[src/rtl/icache_resp_buffer_pkg.sv]
// Shared definitions for the ICache response buffer: default depth,
// the {pc, inst} fetch entry carried to decode, and the occupancy
// counter width helper used by the FIFOs and the top level.
package if_pkg;

    // Default number of entries in both the pending-tag and instruction queues.
    localparam int IF_DEPTH = 4;

    // One fetched instruction together with the PC it was fetched from.
    typedef struct packed {
        logic [31:0] pc;
        logic [31:0] inst;
    } fetch_entry_t;

    // Width of an occupancy counter able to hold 0..depth inclusive.
    function automatic int cnt_width(input int depth);
        return $clog2(depth) + 1;
    endfunction

endpackage

[src/rtl/icache_resp_buffer_if.sv]
// Fetch/response/decode signal bundle of the ICache response buffer.
// The slave modport is the buffer's view, the master modport is the
// fetch unit / ICache / decode side that drives it.
interface icache_resp_buffer_if;

    logic        req_fire;
    logic [31:0] req_vaddr;
    logic        req_allow;
    logic        resp_valid;
    logic [31:0] resp_inst;
    logic        flush;
    logic        id_valid;
    logic        id_ready;
    logic [31:0] id_pc;
    logic [31:0] id_inst;

    modport slave (
        input  req_fire,
        input  req_vaddr,
        output req_allow,
        input  resp_valid,
        input  resp_inst,
        input  flush,
        output id_valid,
        input  id_ready,
        output id_pc,
        output id_inst
    );

    modport master (
        output req_fire,
        output req_vaddr,
        input  req_allow,
        output resp_valid,
        output resp_inst,
        output flush,
        input  id_valid,
        output id_ready,
        input  id_pc,
        input  id_inst
    );

endinterface

[src/rtl/icache_resp_buffer_sync_fifo.sv]
// Generic synchronous FIFO (module sync_fifo) with occupancy count.
// Push while full is accepted only together with a pop; pop while empty
// is ignored. i_clear empties the queue synchronously and wins over
// push/pop. Pointers wrap naturally because DEPTH is a power of two.
module sync_fifo
    import if_pkg::*;
#(
    parameter int WIDTH = 32,
    parameter int DEPTH = 4
) (
    input  logic                          clk,
    input  logic                          resetn,
    input  logic                          i_clear,
    input  logic                          i_push,
    input  logic [WIDTH-1:0]              i_din,
    input  logic                          i_pop,
    output logic [WIDTH-1:0]              o_dout,
    output logic [cnt_width(DEPTH)-1:0]   o_count,
    output logic                          o_full,
    output logic                          o_empty
);

    localparam int AW = $clog2(DEPTH);
    localparam int CW = cnt_width(DEPTH);

    logic [WIDTH-1:0] r_mem [DEPTH];
    logic [AW-1:0]    r_wr_ptr;
    logic [AW-1:0]    r_rd_ptr;
    logic [CW-1:0]    r_count;
    logic             w_do_push;
    logic             w_do_pop;

    // Qualify push/pop against the current occupancy.
    always_comb begin
        w_do_pop  = i_pop & (r_count != CW'(0));
        w_do_push = i_push & ((r_count != CW'(DEPTH)) | w_do_pop);
    end

    // Storage, pointers and count; clear and reset both empty the queue.
    always_ff @(posedge clk or negedge resetn) begin
        if (!resetn) begin
            for (int i = 0; i < DEPTH; i++) begin
                r_mem[i] <= {WIDTH{1'b0}};
            end
            r_wr_ptr <= {AW{1'b0}};
            r_rd_ptr <= {AW{1'b0}};
            r_count  <= {CW{1'b0}};
        end else if (i_clear) begin
            r_wr_ptr <= {AW{1'b0}};
            r_rd_ptr <= {AW{1'b0}};
            r_count  <= {CW{1'b0}};
        end else begin
            if (w_do_push) begin
                r_mem[r_wr_ptr] <= i_din;
                r_wr_ptr        <= r_wr_ptr + AW'(1);
            end
            if (w_do_pop) begin
                r_rd_ptr <= r_rd_ptr + AW'(1);
            end
            case ({w_do_push, w_do_pop})
                2'b10:   r_count <= r_count + CW'(1);
                2'b01:   r_count <= r_count - CW'(1);
                default: r_count <= r_count;
            endcase
        end
    end

    assign o_dout  = r_mem[r_rd_ptr];
    assign o_count = r_count;
    assign o_full  = (r_count == CW'(DEPTH));
    assign o_empty = (r_count == CW'(0));

endmodule

[src/rtl/icache_resp_buffer.sv]
// ICache response buffer: tags each accepted fetch with its PC, pairs
// in-order ICache responses with those tags and queues {pc, inst} for
// decode. A flush drops everything queued and counts the responses still
// owed by the ICache so they can be discarded when they arrive.
// Optional feature macro: ICACHE_RESP_BYPASS_EN forwards a response
// straight to decode in the same cycle when the instruction queue is empty.
module icache_resp_buffer
    import if_pkg::*;
#(
    parameter int DEPTH = IF_DEPTH
) (
    input  logic                 clk,
    input  logic                 resetn,
    icache_resp_buffer_if.slave  bus
);

    localparam int CW = cnt_width(DEPTH);
    // Discard counter has one extra bit: after a flush new requests may be
    // issued while old responses are still owed, so the total can exceed DEPTH.
    localparam int DW = CW + 1;
    localparam logic [DW-1:0] DISC_MAX = {DW{1'b1}};

    logic [31:0]   w_pend_dout;
    logic [CW-1:0] w_pend_count;
    logic          w_pend_full;
    logic          w_pend_empty;
    logic          w_pend_push;
    logic          w_pend_pop;

    fetch_entry_t  w_inst_din;
    fetch_entry_t  w_inst_dout;
    logic [CW-1:0] w_inst_count;
    logic          w_inst_full;
    logic          w_inst_empty;
    logic          w_inst_push;
    logic          w_inst_pop;

    logic [DW-1:0] r_discard_cnt;
    logic [DW-1:0] w_discard_nxt;
    logic [DW:0]   w_outstanding;
    logic [DW-1:0] w_occupancy;
    logic          w_req_allow;
    logic          w_fire_ok;
    logic          w_disc_zero;
    logic          w_resp_take;
    logic          w_resp_drop;
    logic          w_resp_any;
    logic          w_bypass;
    logic          w_id_valid;
    logic [31:0]   w_id_pc;
    logic [31:0]   w_id_inst;
    logic          w_unused_full;

    // Full flags are implied by req_allow and never needed as conditions.
    assign w_unused_full = w_pend_full | w_inst_full;

    // Admission, response matching and FIFO control.
    always_comb begin
        w_occupancy = {1'b0, w_pend_count} + {1'b0, w_inst_count};
        w_req_allow = (w_occupancy < DW'(DEPTH));
        w_fire_ok   = bus.req_fire & w_req_allow;
        w_disc_zero = (r_discard_cnt == {DW{1'b0}});
        w_resp_take = bus.resp_valid & w_disc_zero & ~w_pend_empty;
        w_resp_drop = bus.resp_valid & ~w_disc_zero;
        w_resp_any  = w_resp_take | w_resp_drop;
`ifdef ICACHE_RESP_BYPASS_EN
        w_bypass    = w_resp_take & w_inst_empty & ~bus.flush;
`else
        w_bypass    = 1'b0;
`endif
        w_pend_push = w_fire_ok & ~bus.flush;
        w_pend_pop  = w_resp_take;
        w_inst_push = w_resp_take & ~bus.flush & ~(w_bypass & bus.id_ready);
        w_inst_pop  = ~w_inst_empty & bus.id_ready & ~bus.flush;
        w_inst_din  = '{pc: w_pend_dout, inst: bus.resp_inst};
    end

    // Next discard count: on flush, every response still owed (old discards,
    // pending tags, a same-cycle fire) minus the one arriving this cycle.
    always_comb begin
        w_outstanding = {1'b0, r_discard_cnt} + {2'b00, w_pend_count}
                      + {{DW{1'b0}}, w_fire_ok} - {{DW{1'b0}}, w_resp_any};
        if (bus.flush) begin
            if (w_outstanding > {1'b0, DISC_MAX}) begin
                w_discard_nxt = DISC_MAX;
            end else begin
                w_discard_nxt = w_outstanding[DW-1:0];
            end
        end else if (w_resp_drop) begin
            w_discard_nxt = r_discard_cnt - DW'(1);
        end else begin
            w_discard_nxt = r_discard_cnt;
        end
    end

    // Discard counter register.
    always_ff @(posedge clk or negedge resetn) begin
        if (!resetn) begin
            r_discard_cnt <= {DW{1'b0}};
        end else begin
            r_discard_cnt <= w_discard_nxt;
        end
    end

    // Decode-side view: queue head, else the bypassed response, else idle.
    always_comb begin
        w_id_valid = 1'b0;
        w_id_pc    = 32'h0000_0000;
        w_id_inst  = 32'h0000_0000;
        if (bus.flush) begin
            w_id_valid = 1'b0;
        end else if (!w_inst_empty) begin
            w_id_valid = 1'b1;
            w_id_pc    = w_inst_dout.pc;
            w_id_inst  = w_inst_dout.inst;
        end else if (w_bypass) begin
            w_id_valid = 1'b1;
            w_id_pc    = w_pend_dout;
            w_id_inst  = bus.resp_inst;
        end else begin
            w_id_valid = 1'b0;
        end
    end

    assign bus.req_allow = w_req_allow;
    assign bus.id_valid  = w_id_valid;
    assign bus.id_pc     = w_id_pc;
    assign bus.id_inst   = w_id_inst;

    sync_fifo #(
        .WIDTH (32),
        .DEPTH (DEPTH)
    ) u_pend_fifo (
        .clk     (clk),
        .resetn  (resetn),
        .i_clear (bus.flush),
        .i_push  (w_pend_push),
        .i_din   (bus.req_vaddr),
        .i_pop   (w_pend_pop),
        .o_dout  (w_pend_dout),
        .o_count (w_pend_count),
        .o_full  (w_pend_full),
        .o_empty (w_pend_empty)
    );

    sync_fifo #(
        .WIDTH ($bits(fetch_entry_t)),
        .DEPTH (DEPTH)
    ) u_inst_fifo (
        .clk     (clk),
        .resetn  (resetn),
        .i_clear (bus.flush),
        .i_push  (w_inst_push),
        .i_din   (w_inst_din),
        .i_pop   (w_inst_pop),
        .o_dout  (w_inst_dout),
        .o_count (w_inst_count),
        .o_full  (w_inst_full),
        .o_empty (w_inst_empty)
    );

endmodule

[src/flat_wrapper.sv]
// flat-port wrapper written by rule: the top's interface ports become plain ports
module icache_resp_buffer_flat import if_pkg::*;
#(
    parameter int DEPTH = IF_DEPTH
)
  (clk, resetn, bus_req_fire, bus_req_vaddr, bus_req_allow, bus_resp_valid, bus_resp_inst, bus_flush, bus_id_valid, bus_id_ready, bus_id_pc, bus_id_inst);
  icache_resp_buffer_if bus_i ();
  input  logic clk;
  input  logic resetn;
  input wire logic [$bits(bus_i.req_fire)-1:0] bus_req_fire;
  input wire logic [$bits(bus_i.req_vaddr)-1:0] bus_req_vaddr;
  output wire logic [$bits(bus_i.req_allow)-1:0] bus_req_allow;
  input wire logic [$bits(bus_i.resp_valid)-1:0] bus_resp_valid;
  input wire logic [$bits(bus_i.resp_inst)-1:0] bus_resp_inst;
  input wire logic [$bits(bus_i.flush)-1:0] bus_flush;
  output wire logic [$bits(bus_i.id_valid)-1:0] bus_id_valid;
  input wire logic [$bits(bus_i.id_ready)-1:0] bus_id_ready;
  output wire logic [$bits(bus_i.id_pc)-1:0] bus_id_pc;
  output wire logic [$bits(bus_i.id_inst)-1:0] bus_id_inst;
  assign bus_i.req_fire = bus_req_fire;
  assign bus_i.req_vaddr = bus_req_vaddr;
  assign bus_req_allow = bus_i.req_allow;
  assign bus_i.resp_valid = bus_resp_valid;
  assign bus_i.resp_inst = bus_resp_inst;
  assign bus_i.flush = bus_flush;
  assign bus_id_valid = bus_i.id_valid;
  assign bus_i.id_ready = bus_id_ready;
  assign bus_id_pc = bus_i.id_pc;
  assign bus_id_inst = bus_i.id_inst;
  icache_resp_buffer #(.DEPTH(DEPTH)) u_core (.clk(clk), .resetn(resetn), .bus(bus_i));
endmodule
[config.mk]
export PLATFORM = sky130hd
export DESIGN_NAME = icache_resp_buffer_flat
export DESIGN_NICKNAME = d
export VERILOG_FILES = /design/src/rtl/icache_resp_buffer_pkg.sv /design/src/rtl/icache_resp_buffer_if.sv /design/src/rtl/icache_resp_buffer_sync_fifo.sv /design/src/rtl/icache_resp_buffer.sv /design/src/flat_wrapper.sv
export SDC_FILE = /design/constraint.sdc
export NUM_CORES = 1
export LEC_CHECK = 0
export BUFFER_PORTS_ARGS = -buffer_cell sky130_fd_sc_hd__buf_2
export CAP_MARGIN = 20
export CELL_PAD_IN_SITES_DETAIL_PLACEMENT = 1
export CELL_PAD_IN_SITES_GLOBAL_PLACEMENT = 2
export CORE_UTILIZATION = 50
export CTS_BUF_LIST = sky130_fd_sc_hd__clkbuf_8
export CTS_CLUSTER_SIZE = 20
export DETAILED_ROUTE_END_ITERATION = 12
export PLACE_DENSITY = 0.85
export SYNTH_ARGS = -nofsm -noshare
export SYNTH_HDL_FRONTEND = slang
export SYNTH_SLANG_ARGS = --single-unit
[constraint.sdc]
create_clock -name clk -period 9.81 [get_ports clk]
set_input_delay 1.962 -clock clk [delete_from_list [all_inputs] [get_ports clk]]
set_output_delay 1.962 -clock clk [all_outputs]
set_load 0.005 [all_outputs]
# Yosys cells after proc, flatten, opt, wreduce, memory -nomap -nowiden
# Index checks and enable logic that the tools add are counted.
[word_totals]
wordCells = 114
latch_bits = 0
memories = 0
mem_bits_rw = 0
regBits = 402
input_bits = 70
mem_bits_ro = 0
[classes]
magnitude_cmp = 8
n_shift = 0
muxes = 33
reduce_logical = 16
eq_ne = 6
div = 0
n_mul = 0
add_sub_neg = 13
bitwise_logic = 23
[op_table]
columns = ["operator", "n"]
rows = [
  ["$bwmux W256", 1],
  ["$mux W32", 7],
  ["$mux W64", 3],
  ["$bmux W64 S2", 1],
  ["$bwmux W128", 1],
  ["$demux W64 S2", 1],
  ["$bmux W32 S2", 1],
  ["$demux W32 S2", 1],
  ["$mux W2", 8],
  ["$and A1 B1 Y1", 12],
  ["$ge A3 B3 Y1 const B", 4],
  ["$mux W4", 3],
  ["$not A2 Y3", 4],
  ["$pmux W3 S2", 2],
  ["$reduce_bool A3 Y1", 4],
  ["$reduce_bool A2 Y1", 5],
  ["$add A2 B1 Y2 const B", 4],
  ["$add A3 B1 Y3 const B", 2],
  ["$logic_not A3 Y1", 2],
  ["$lt A3 B1 Y1 const B", 2],
  ["$mux W3", 2],
  ["$ne A3 B3 Y1 const B", 2],
  ["$sub A3 B1 Y3 const B", 2],
  ["$add A4 B3 Y5", 1],
  ["other kinds (14)", 24],
]

# Logic depth before layout (Yosys ltp)
# Gate-level depths: netlist of run 1.
[logic_depth]
word_depth = 10
depth_mapped = 14
ltp_nobuf = 14

# Cells and area by module
# From an unflattened synthesis of run 1, not the netlist that was laid out.
[hier_totals]
cells_unflattened = 1195
area_unflattened_um2 = 20055.5
[modules_own_cells]
columns = ["mod", "seq_area_each_um2", "area_per_inst_um2", "n_inst", "cells_per_inst"]
rows = [
  ["sync_fifo (u_core.u_inst_fifo)", 6581.3, 12355.6, 1, 685],
  ["sync_fifo (u_core.u_pend_fifo)", 3378.2, 6745.2, 1, 379],
  ["icache_resp_buffer", 100.1, 954.7, 1, 131],
]

# Least setup slack after synthesis of run 1
# No wires, ideal clock.
[synth_path]
path_type = "input -> output"
from = "in bus_flush"
to = "out bus_id_inst[0]"
t_arrival_ns = 2.661
required_time_ns = 7.848
slack_ns = 5.187
stages = 4
cell_sequence = "nor2_1 clkbuf_1 clkbuf_1 and2_1"
[synth_between]
elab_chain_len = 1
[synth_lines]
columns = ["element", "line_no", "text"]
rows = [
  ["start: declaration", "flat_wrapper.sv:15", "input wire logic [$bits(bus_i.flush)-1:0] bus_flush;"],
  ["$mux W32", "icache_resp_buffer.sv:110", "if (bus.flush) begin"],
  ["end: declaration", "flat_wrapper.sv:19", "output wire logic [$bits(bus_i.id_inst)-1:0] bus_id_inst;"],
]
# No other way between the ends.

# Worst setup path in the final report of run 1
[layout_path]
from = "in bus_flush"
to = "out bus_id_inst[9]"
# Same word-level chain as after synthesis.

==> out/results.ini, run 1 <==
[pwr]
power.density_mw_per_mm2 = 197.8
leakage_nw = 10.33
ir_worst_vdd_mv = 0.1178

[layout]
fillers = 3353
layout.cells.most_common = dfrtp_1
area_growth_pct = 12.93
multi_input_area_mm2 = 0.007861
final_cell_mix = dfrtp_1 (399), mux2_2 (386), buf_2 (134)
finalNetCount = 1403
seq_area_mm2 = 0.01007
drive_gt1_share_pct = 54.94

[drt]
drt-total-wl_mm = 39.27
top_layer = met5
vias = 10260
antenna_left = 0
wl_met3_mm = 1.631
first_pass_iters = 4
routedWlPerCell_um = 21.58
met2RoutedLength_mm = 19.36
drt_iter0_markers = 340
remaining_drc_errors = 0
wl_met1_mm = 17.56
vias_per_cell = 5.637

[sta]
setup_tns_ns = 0
min_period_ns = 5.251
period_share_pct = 53.52
holdWs_ns = 0.4998
rsz0062_at_grt = no
maxSlewHeadroom_pct = 25.96
fmax_mhz = 190.5
maxSlewViolCount = 0
finalSetupViolations = 0
worstMarginPinSlew_ns = 1.111
clock_skew_ns = 0.02110
hold_viol = 0

[logic_synthesis]
syn_area_per_cell_um2 = 15.95
netlist_instances = 1156
synth_nets = 1248
netlist_area_mm2 = 0.01843
ys_ff_latch = 402
ys.flop_type = dfrtp_1
synth.yosys.warnings = 0
synth_seq_area_share_pct = 54.57
synth_edf_count = 0
ys_async_sr_fraction_pct = 100.0
synthDistinctLibCells = 36

[placed_design]
gp_congestion = 0.7101
io_buffers = 135
dp_hpwl_mm = 24.01

[outcome]
status = completed

[cts]
worst_skew_pair.late_latency_ns = 0.61
cts_buffers = 71
clk_path_buf_depth = 3
cts_tree = built
root_buffer = clkbuf_8
clkSinkCount = 402
cts.reportedPaths.clkPinSlew_ns = 0.05
cts_resized = 0
hold_buffers = 0
cts_setup_buffers = 0
htree_levels = 3

[critical_path]
endpoint_kind = primary output
critical-path-max-stage-delay_ns = 0.47
crit_type = in2out
critPathSlowestCell = buf_4
r2r_slack_ns = 6.40
cp_max_fo = 65
startpoint_type = input port
crit_buf_inv = 3
cp.arrival_ns = 3.29
cpMostUsedCell = buf_2
crit_chain = buf_2 -> nor2_4 -> buf_4 -> and2_1 -> buf_2
critPathTopFamily = buffers and inverters
critPathRequiredTime_ns = 7.85

[global_routing]
grt_max_degree = 114
grt_antenna_before_repair = 6
grtUsageTotal_pct = 22.28
grt_pass1_vias = 11780
grt_first_pass_wirelength_mm = 65.50
grt_overflow_total = 0

[floorplan]
start_util_pct = 51.33
coreArea_mm2 = 0.03591
pin_count = 136
die_width_um = 194.0
die_h_um = 194.0
rows = 69
design.die.area_mm2 = 0.03764

[run]
maxCapViolations = 0

[min_path]
hp-class = reg2reg

-- synth_stat cells (2+ instances only) --
master / count / area share, %
a21o_1: 2 / 0.081
a21oi_1: 3 / 0.081
a31oi_1: 5 / 0.17
and2_1: 65 / 2.2
buf_1: 9 / 0.18
buf_2: 17 / 0.46
buf_6: 24 / 1.5
clkbuf_1: 18 / 0.37
dfrtp_1: 402 / 55
fa_1: 4 / 0.43
ha_1: 18 / 1.2
inv_1: 20 / 0.41
mux2_2: 386 / 24
mux2i_1: 6 / 0.33
mux4_2: 96 / 12
nand2_1: 10 / 0.20
nand2_2: 4 / 0.14
nand2b_1: 5 / 0.17
nand3_1: 4 / 0.11
nor2_1: 22 / 0.45
nor3_1: 4 / 0.11
nor4_1: 2 / 0.068
o211ai_1: 4 / 0.16
o31ai_1: 2 / 0.081
or3b_2: 2 / 0.095
xnor2_1: 9 / 0.43
xor2_1: 4 / 0.19
-- layout make-up --
cell class,count,area share [%]
tap,461,2.771
multi-input combinational,665,37.76
clock inverter,33,1.070
antenna,3,0.03606
clock buffer,85,5.620
inverter,20,0.3606
timing repair buffer,151,4.027
sequential,402,48.35
-- report_power, final --
part | switching (mW) | total, mW | internal (mW) | leakage [nW]
registers | 0.122 | 2.01 | 1.89 | 5.41
clock network | 0.662 | 1.52 | 0.859 | 0.800
logic | 0.261 | 0.584 | 0.322 | 4.12
total | 1.05 | 4.12 | 3.07 | 10.3
-- per-stage QoR --
stage | cell area (µm²) | cells | total power [mW] | utilization, % | setup slack [ns]
floorplan | 18430 | 1156 | 2.418 | - | 5.187
global placement | 19370 | 1697 | 2.581 | 53.93 | 4.588
detailed placement | 19370 | 1697 | 2.627 | 53.93 | 4.539
CTS | 20760 | 1815 | 4.178 | 57.81 | 4.523
global route | 20810 | 1817 | 4.332 | 57.94 | 4.407
finish | 20820 | 1820 | 4.117 | 57.96 | 4.559
-- logic make-up after synthesis --
kind of cell	after synthesis	share of synthesized area, %
xor+xnor	13	0.6177
simple gates	122	3.787
fa+ha+maj	22	1.656
compound gates	20	0.7737
buf+inv	89	2.959
mux	488	35.63
flops	402	54.57
-- registers in the layout, indices dropped and copies added (netlist names) --
| signal | count |
|---|---|
| u_core.u_pend_fifo.o_count | 3 |
| u_core.u_inst_fifo.r_mem | 256 |
| u_core.u_inst_fifo.o_count | 3 |
| u_core.u_pend_fifo.r_rd_ptr | 2 |
| u_core.u_inst_fifo.r_rd_ptr | 2 |
| u_core.u_pend_fifo.r_mem | 128 |
| u_core.r_discard_cnt | 4 |
| u_core.u_pend_fifo.r_wr_ptr | 2 |
| u_core.u_inst_fifo.r_wr_ptr | 2 |
-- routing by layer --
metal	vias to the layer above	GRT usage, %
met5	-	0
met4	4	6.673
met3	63	5.149
met2	180	36.10
met1	5461	30.08
li1	4551	-
-- worst paths after layout --
path | depth (start not counted) | endpoint | startpoint
setup / recovery | 5 | bus_id_inst[9] | bus_flush
hold / removal | 1 | u_core.u_inst_fifo.r_mem[2]$_DFFE_PN0P_ | u_core.u_inst_fifo.r_mem[2]$_DFFE_PN0P_
setup reg to reg | 14 | u_core.r_discard_cnt[2]$_DFFE_PN0P_ | u_core.r_discard_cnt[0]$_DFFE_PN0P_
hold reg to reg | 1 | u_core.u_inst_fifo.r_mem[2]$_DFFE_PN0P_ | u_core.u_inst_fifo.r_mem[2]$_DFFE_PN0P_
max in group asynchronous | 2 | u_core.u_inst_fifo.r_mem[134]$_DFFE_PN0P_ | resetn
min in group asynchronous | 1 | u_core.u_inst_fifo.r_mem[219]$_DFFE_PN0P_ | resetn
Note: power is estimated with default switching activity, not from simulation.
==> run 2: changes to the inputs <==
--- a/config.mk
+++ b/config.mk
@@ -9,11 +9,11 @@
 export CAP_MARGIN = 20
 export CELL_PAD_IN_SITES_DETAIL_PLACEMENT = 1
 export CELL_PAD_IN_SITES_GLOBAL_PLACEMENT = 2
-export CORE_UTILIZATION = 50
+export CORE_UTILIZATION = 46
 export CTS_BUF_LIST = sky130_fd_sc_hd__clkbuf_8
 export CTS_CLUSTER_SIZE = 20
 export DETAILED_ROUTE_END_ITERATION = 12
-export PLACE_DENSITY = 0.85
+export PLACE_DENSITY = 0.79
 export SYNTH_ARGS = -nofsm -noshare
 export SYNTH_HDL_FRONTEND = slang
 export SYNTH_SLANG_ARGS = --single-unit
==> constraint.sdc (replaced) <==
create_clock -name clk -period 5.37 [get_ports clk]
set_input_delay 1.074 -clock clk [delete_from_list [all_inputs] [get_ports clk]]
set_output_delay 1.074 -clock clk [all_outputs]
set_load 0.005 [all_outputs]
==> run 2 against run 1 <==
Effect of this change: combinational power increased by 80%; first-iteration DRC count decreased by 4.1%; register-to-register slack got worse by 4.5 ns; sequential power increased by 83%; sequential share of layout area decreased by 0.28 points; clock power increased by 80%; sequential cell count unchanged; wire length increased by 1.9%; critical path type is now reg2out; largest power group unchanged.
==> out/results.ini, run 2 (synthesis results as in run 1) <==
[drt]
remaining_drc_errors = 0
drt_iter0_markers = 326
vias = 10300
wl_met1_mm = 18.41
top_layer = met5
vias_per_cell = 5.477
met2RoutedLength_mm = 19.10
first_pass_iters = 4
antenna_left = 0
drt-total-wl_mm = 40.02
wl_met3_mm = 1.621
routedWlPerCell_um = 21.28

[floorplan]
coreArea_mm2 = 0.03910
start_util_pct = 47.15
die_width_um = 202.2
pin_count = 136
design.die.area_mm2 = 0.04088
rows = 72
die_h_um = 202.2

[critical_path]
crit_chain = buf_12 -> mux4_2 -> and2_1 -> buf_2
startpoint_type = flip-flop
cp.arrival_ns = 2.79
endpoint_kind = primary output
r2r_slack_ns = 1.90
crit_buf_inv = 2
r2r_cells = 15
worstSetupStartpoint = u_core.u_inst_fifo.r_rd_ptr[0]$_DFFE_PN0P_
r2r_end = u_core.r_discard_cnt[2]$_DFFE_PN0P_
critical-path-max-stage-delay_ns = 0.83
critPathSlowestCell = dfrtp_4
crit_type = reg2out
cp_max_fo = 37
r2r-start = u_core.r_discard_cnt[0]$_DFFE_PN0P_
critPathTopFamily = flip-flops
critPathRequiredTime_ns = 4.30

[sta]
clock_skew_ns = 0.01608
maxSlewViolCount = 0
finalSetupViolations = 0
worstMarginPinSlew_ns = 1.013
min_period_ns = 3.864
fmax_mhz = 258.8
finalWorstSetupSlack_ns = 1.506
maxSlewHeadroom_pct = 32.12
setup_tns_ns = 0
holdWs_ns = 0.4849
hold_viol = 0
rsz0062_at_grt = no
period_share_pct = 71.95

[cts]
clkSinkCount = 402
cts_resized = 0
htree_levels = 3
cts.reportedPaths.clkPinSlew_ns = 0.06
hold_buffers = 0
cts_setup_buffers = 0
worst_skew_pair.late_latency_ns = 0.61
cts_tree = built
clk_path_buf_depth = 3
cts_buffers = 72
root_buffer = clkbuf_8

[global_routing]
grtUsageTotal_pct = 20.98
grt_first_pass_wirelength_mm = 66.74
grt_overflow_total = 0
grt_pass1_vias = 11780
grt_antenna_before_repair = 7
grt_max_degree = 119

[placed_design]
dp.cells = 1757
dp_hpwl_mm = 24.84
gp_congestion = 0.6917
pre_cts_slack_ns = 1.328
io_buffers = 135
placed_cell_area_mm2 = 0.01953

[layout]
drive_gt1_share_pct = 55.22
finalNetCount = 1407
area_growth_pct = 13.58
largest-register = u_core.u_inst_fifo.r_mem
top_regs = u_core.u_inst_fifo.r_mem: 256 flops, u_core.u_pend_fifo.r_mem: 128 flops, u_core.r_discard_cnt: 4 flops
fillers = 3778
fin_area_mm2 = 0.02094
largest_reg_flops = 256
fin_util_pct = 53.55
layout.cells.most_common = dfrtp_1
final_cell_mix = dfrtp_1 (399), mux2_2 (386), buf_2 (134)
finalNonFillerCells = 1881

[pwr]
leakage_nw = 10.33
finalPower_mw = 7.445
ir_worst_vdd_mv = 0.2191
power.density_mw_per_mm2 = 355.6

[outcome]
status = completed

[run]
maxCapViolations = 0

[min_path]
hp-class = in2async

run 2: worst register-to-register path, delay by kind of cell, from the launching register on:
family / cells / cell delay (ns)
fa+ha+maj: 4 / 1.11
compound gates: 5 / 0.68
buf+inv: 3 / 0.48
flops: 1 / 0.39
simple gates: 2 / 0.34
xor+xnor: 1 / 0.34
run 2: area by class of cell:
cell class / count / area (µm²) / share of cell area, %
antenna: 3 / 7.507 / 0.03586
inverter: 20 / 75.07 / 0.3586
timing repair buffer: 154 / 908.4 / 4.338
clock inverter: 30 / 146.4 / 0.6992
clock buffer: 89 / 1225 / 5.850
sequential: 402 / 10070 / 48.08
tap: 518 / 648.1 / 3.095
multi-input combinational: 665 / 7861 / 37.55
run 2: worst max-delay path by stage:
stage                                                to  slack (ns)  depth (start not counted)
global route                               bus_id_pc[0]        1.29                          4
detailed placement                      bus_id_inst[15]        1.33                          5
finish                                     bus_id_pc[0]        1.51                          4
global placement                         bus_id_inst[7]        1.38                          5
CTS                                     bus_id_inst[15]        1.32                          5
floorplan           u_core.r_discard_cnt[2]$_DFFE_PN0P_        1.95                         12
run 2: where the power goes:
part	switching (mW)	internal [mW]
sequential	0.216	3.45
combinational	0.462	0.589
clock	1.24	1.49
total	1.91	5.53
run 2: routing by layer:
metal | global-route usage (%) | vias to the layer above
met5 | 0 | -
met4 | 6.230 | 6
met3 | 4.869 | 73
met2 | 33.28 | 159
met1 | 28.87 | 5495
li1 | - | 4570
==> run 3: changes to the inputs <==
--- a/config.mk
+++ b/config.mk
@@ -5,11 +5,12 @@
 export SDC_FILE = /design/constraint.sdc
 export NUM_CORES = 1
 export LEC_CHECK = 0
+export ABC_AREA = 1
 export BUFFER_PORTS_ARGS = -buffer_cell sky130_fd_sc_hd__buf_2
 export CAP_MARGIN = 20
 export CELL_PAD_IN_SITES_DETAIL_PLACEMENT = 1
 export CELL_PAD_IN_SITES_GLOBAL_PLACEMENT = 2
-export CORE_UTILIZATION = 46
+export CORE_UTILIZATION = 38
 export CTS_BUF_LIST = sky130_fd_sc_hd__clkbuf_8
 export CTS_CLUSTER_SIZE = 20
 export DETAILED_ROUTE_END_ITERATION = 12
==> constraint.sdc (replaced) <==
create_clock -name clk -period 4 [get_ports clk]
set_input_delay 0.8 -clock clk [delete_from_list [all_inputs] [get_ports clk]]
set_output_delay 0.8 -clock clk [all_outputs]
set_load 0.005 [all_outputs]
==> run 3 against run 2 <==
Effect of this change: global-route usage increased by 1.8 points; sequential cell count unchanged; non-clock buffer count increased by 20; area after synthesis increased by 2.0%; critical path depth increased by 2; sequential share of layout area decreased by 0.80 points; clock-buffer cell count increased by 5; largest cell class unchanged; sequential power increased by 43%.
==> out/results.ini, run 3 <==
[placed_design]
pre_cts_slack_ns = 0.8514
dp_hpwl_mm = 33.74
gp_congestion = 0.7285
io_buffers = 135
dp.cells = 2961

[pwr]
ir_worst_vdd_mv = 0.2608
switching_power_mw = 4.460
power.density_mw_per_mm2 = 584.7
seqPwrFrac_pct = 42.0
p_comb_share_pct = 27.4
p_int_mw = 7.993
p_clk_share_pct = 30.6
switching_share_pct = 35.81
finalPower_mw = 12.45
leakage_nw = 10.15

[layout]
finalNetCount = 2465
final_cell_mix = nand2_1 (532), dfrtp_1 (399), o21ai_0 (328)
top_regs = u_core.u_inst_fifo.r_mem: 256 flops, u_core.u_pend_fifo.r_mem: 128 flops, u_core.r_discard_cnt: 4 flops
layout.cells.most_common = nand2_1
drive_gt1_share_pct = 12.55
largest-register = u_core.u_inst_fifo.r_mem
finalNonFillerCells = 3090
area_growth_pct = 13.25
largest_reg_flops = 256

[critical_path]
endpoint_kind = primary output
cp.arrival_ns = 2.76
r2r_slack_ns = 1.07
r2r_end = u_core.r_discard_cnt[0]$_DFFE_PN0P_
crit_type = reg2out
startpoint_type = flip-flop
cp_max_fo = 56
r2r_cells = 17
r2r-start = u_core.r_discard_cnt[0]$_DFFE_PN0P_
critPathRequiredTime_ns = 3.20

[logic_synthesis]
synthDistinctLibCells = 34
ys_ff_latch = 402
synth.yosys.warnings = 0
yosys.area.top_type_share_pct = 53.49
synth_nets = 2373
synth_edf_count = 0
yosysMostFrequentCell = nand2_1
yosysTopAreaCell = dfrtp_1
ys_async_sr_fraction_pct = 100.0
netlist_area_mm2 = 0.01881
netlist_instances = 2281
syn_area_per_cell_um2 = 8.244
synthTopCellsByCount = nand2_1 (533), dfrtp_1 (402), o21ai_0 (328), nor2_1 (261), o21ai_1 (260)
synth_seq_area_share_pct = 53.49
ys.flop_type = dfrtp_1
ys_top_cells_by_area = dfrtp_1 (53%), nand2_1 (11%), o21ai_0 (8.7%)

[floorplan]
pin_count = 136
rows = 81
die_width_um = 224.5
coreArea_mm2 = 0.04885
design.die.area_mm2 = 0.05038
die_h_um = 224.5
start_util_pct = 38.50

[cts]
cts_setup_buffers = 0
root_buffer = clkbuf_8
htree_levels = 3
cts.reportedPaths.clkPinSlew_ns = 0.06
cts_resized = 0
clkSinkCount = 402
cts_tree = built
cts_buffers = 74
clk_path_buf_depth = 3
worst_skew_pair.late_latency_ns = 0.66
hold_buffers = 0

[drt]
remaining_drc_errors = 0
vias = 15820
drt_iter0_markers = 884
drt-total-wl_mm = 55.49
vias_per_cell = 5.121
antenna_left = 0
first_pass_iters = 5
routedWlPerCell_um = 17.96

[sta]
maxSlewViolCount = 0
worstMarginPinSlew_ns = 0.9808
hold_viol = 0
rsz0062_at_grt = no
maxSlewHeadroom_pct = 34.61
fmax_mhz = 280.9
finalWorstSetupSlack_ns = 0.4401
period_share_pct = 89.00
setup_tns_ns = 0
finalSetupViolations = 0
clock_skew_ns = 0.02838
min_period_ns = 3.560

[global_routing]
grt_max_degree = 112
grt_pass1_vias = 16820
grtUsageTotal_pct = 22.77
grt_first_pass_wirelength_mm = 90.85
grt_antenna_before_repair = 2
grt_overflow_total = 0

[min_path]
hp-class = in2async

[run]
maxCapViolations = 0

[outcome]
status = completed

## run 3: cell types whose count changed in the layout (fill, tap and decap cells not counted), moves of 65 or more
cell	delta
nor2_1	+240
mux4_2	-96
inv_1	+115
mux2_2	-386
a21oi_1	+129
o21ai_0	+328
nand2_1	+522
o21ai_1	+260
and2_1	-65
## run 3: area by class of cell
cell class                 count  area, µm²
fill                        5941      27550
sequential                   402      10070
multi-input combinational   1584       7293
clock buffer                  94       1294
timing repair buffer         174       1154
tap                          664      830.8
inverter                     137      516.7
clock inverter                31      130.1
antenna                        4      10.01
## run 3: worst max-delay path: stages (launching register included)
cell and delay [ns]:
dfrtp_4 0.62, buf_4 0.63, nor2_1 0.11, nor2_1 0.10
o21ai_0 0.08, a21oi_1 0.36, buf_2 0.19
## run 3: worst max-delay path by stage
stage | from | endpoint | slack (ns) | depth (start not counted)
finish | u_core.u_inst_fifo.r_rd_ptr[0]$_DFFE_PN0P_ | bus_id_pc[7] | 0.44 | 6
global route | u_core.u_inst_fifo.r_rd_ptr[0]$_DFFE_PN0P_ | bus_id_pc[7] | 0.26 | 6
detailed placement | bus_flush | u_core.u_inst_fifo.r_mem[161]$_DFFE_PN0P_ | 0.85 | 10
global placement | bus_resp_valid | u_core.r_discard_cnt[1]$_DFFE_PN0P_ | 0.89 | 16
floorplan | bus_resp_valid | u_core.r_discard_cnt[1]$_DFFE_PN0P_ | 1.26 | 15
CTS | u_core.u_inst_fifo.r_rd_ptr[0]$_DFFE_PN0P_ | bus_id_pc[7] | 0.36 | 6
## run 3: per-layer routing
layer | GRT usage [%] | part of all wire, % | vias up
met4 | 6.693 | 2.1 | 2
li1 | - | - | 7609
met3 | 4.050 | 3.4 | 88
met1 | 30.55 | 47 | 7898
met5 | 0 | 0.020 | -
met2 | 37.60 | 47 | 226
## run 3: power groups by stage
| stage | registers, mW | logic, mW | clock network, mW |
|---|---|---|---|
| finish | 5.23 | 3.41 | 3.81 |
| global route | 5.33 | 3.91 | 4.12 |
| CTS | 5.24 | 3.47 | 3.95 |
| detailed placement | 5.30 | 3.44 | 0 |
| global placement | 5.26 | 3.33 | 0 |
| floorplan | 5.17 | 2.23 | 0 |
## run 3: metrics by stage
| step | area [µm²] | util, % | hold slack, ns |
|---|---|---|---|
| 2_1_floorplan | 18810 | - | 0.4493 |
| 3_3_place_gp | 19860 | 40.66 | 0.4649 |
| 3_5_place_dp | 19860 | 40.66 | 0.4727 |
| 4_1_cts | 21290 | 43.58 | 0.2604 |
| 5_1_grt | 21290 | 43.58 | 0.2951 |
| 6_report | 21300 | 43.60 | 0.2248 |
## run 3: cells by family (layout without fill, tap and decap cells)
logic type,after synthesis,count (layout),share of synthesized area [%]
other,0,4,0
adder cells (fa/ha/maj),22,22,1.623
flip-flops,402,402,53.49
AND/OR/NAND/NOR,834,834,17.48
XOR/XNOR,5,5,0.2329
AO/OA/AOI/OAI,723,723,19.27
buffers and inverters,295,436,7.898
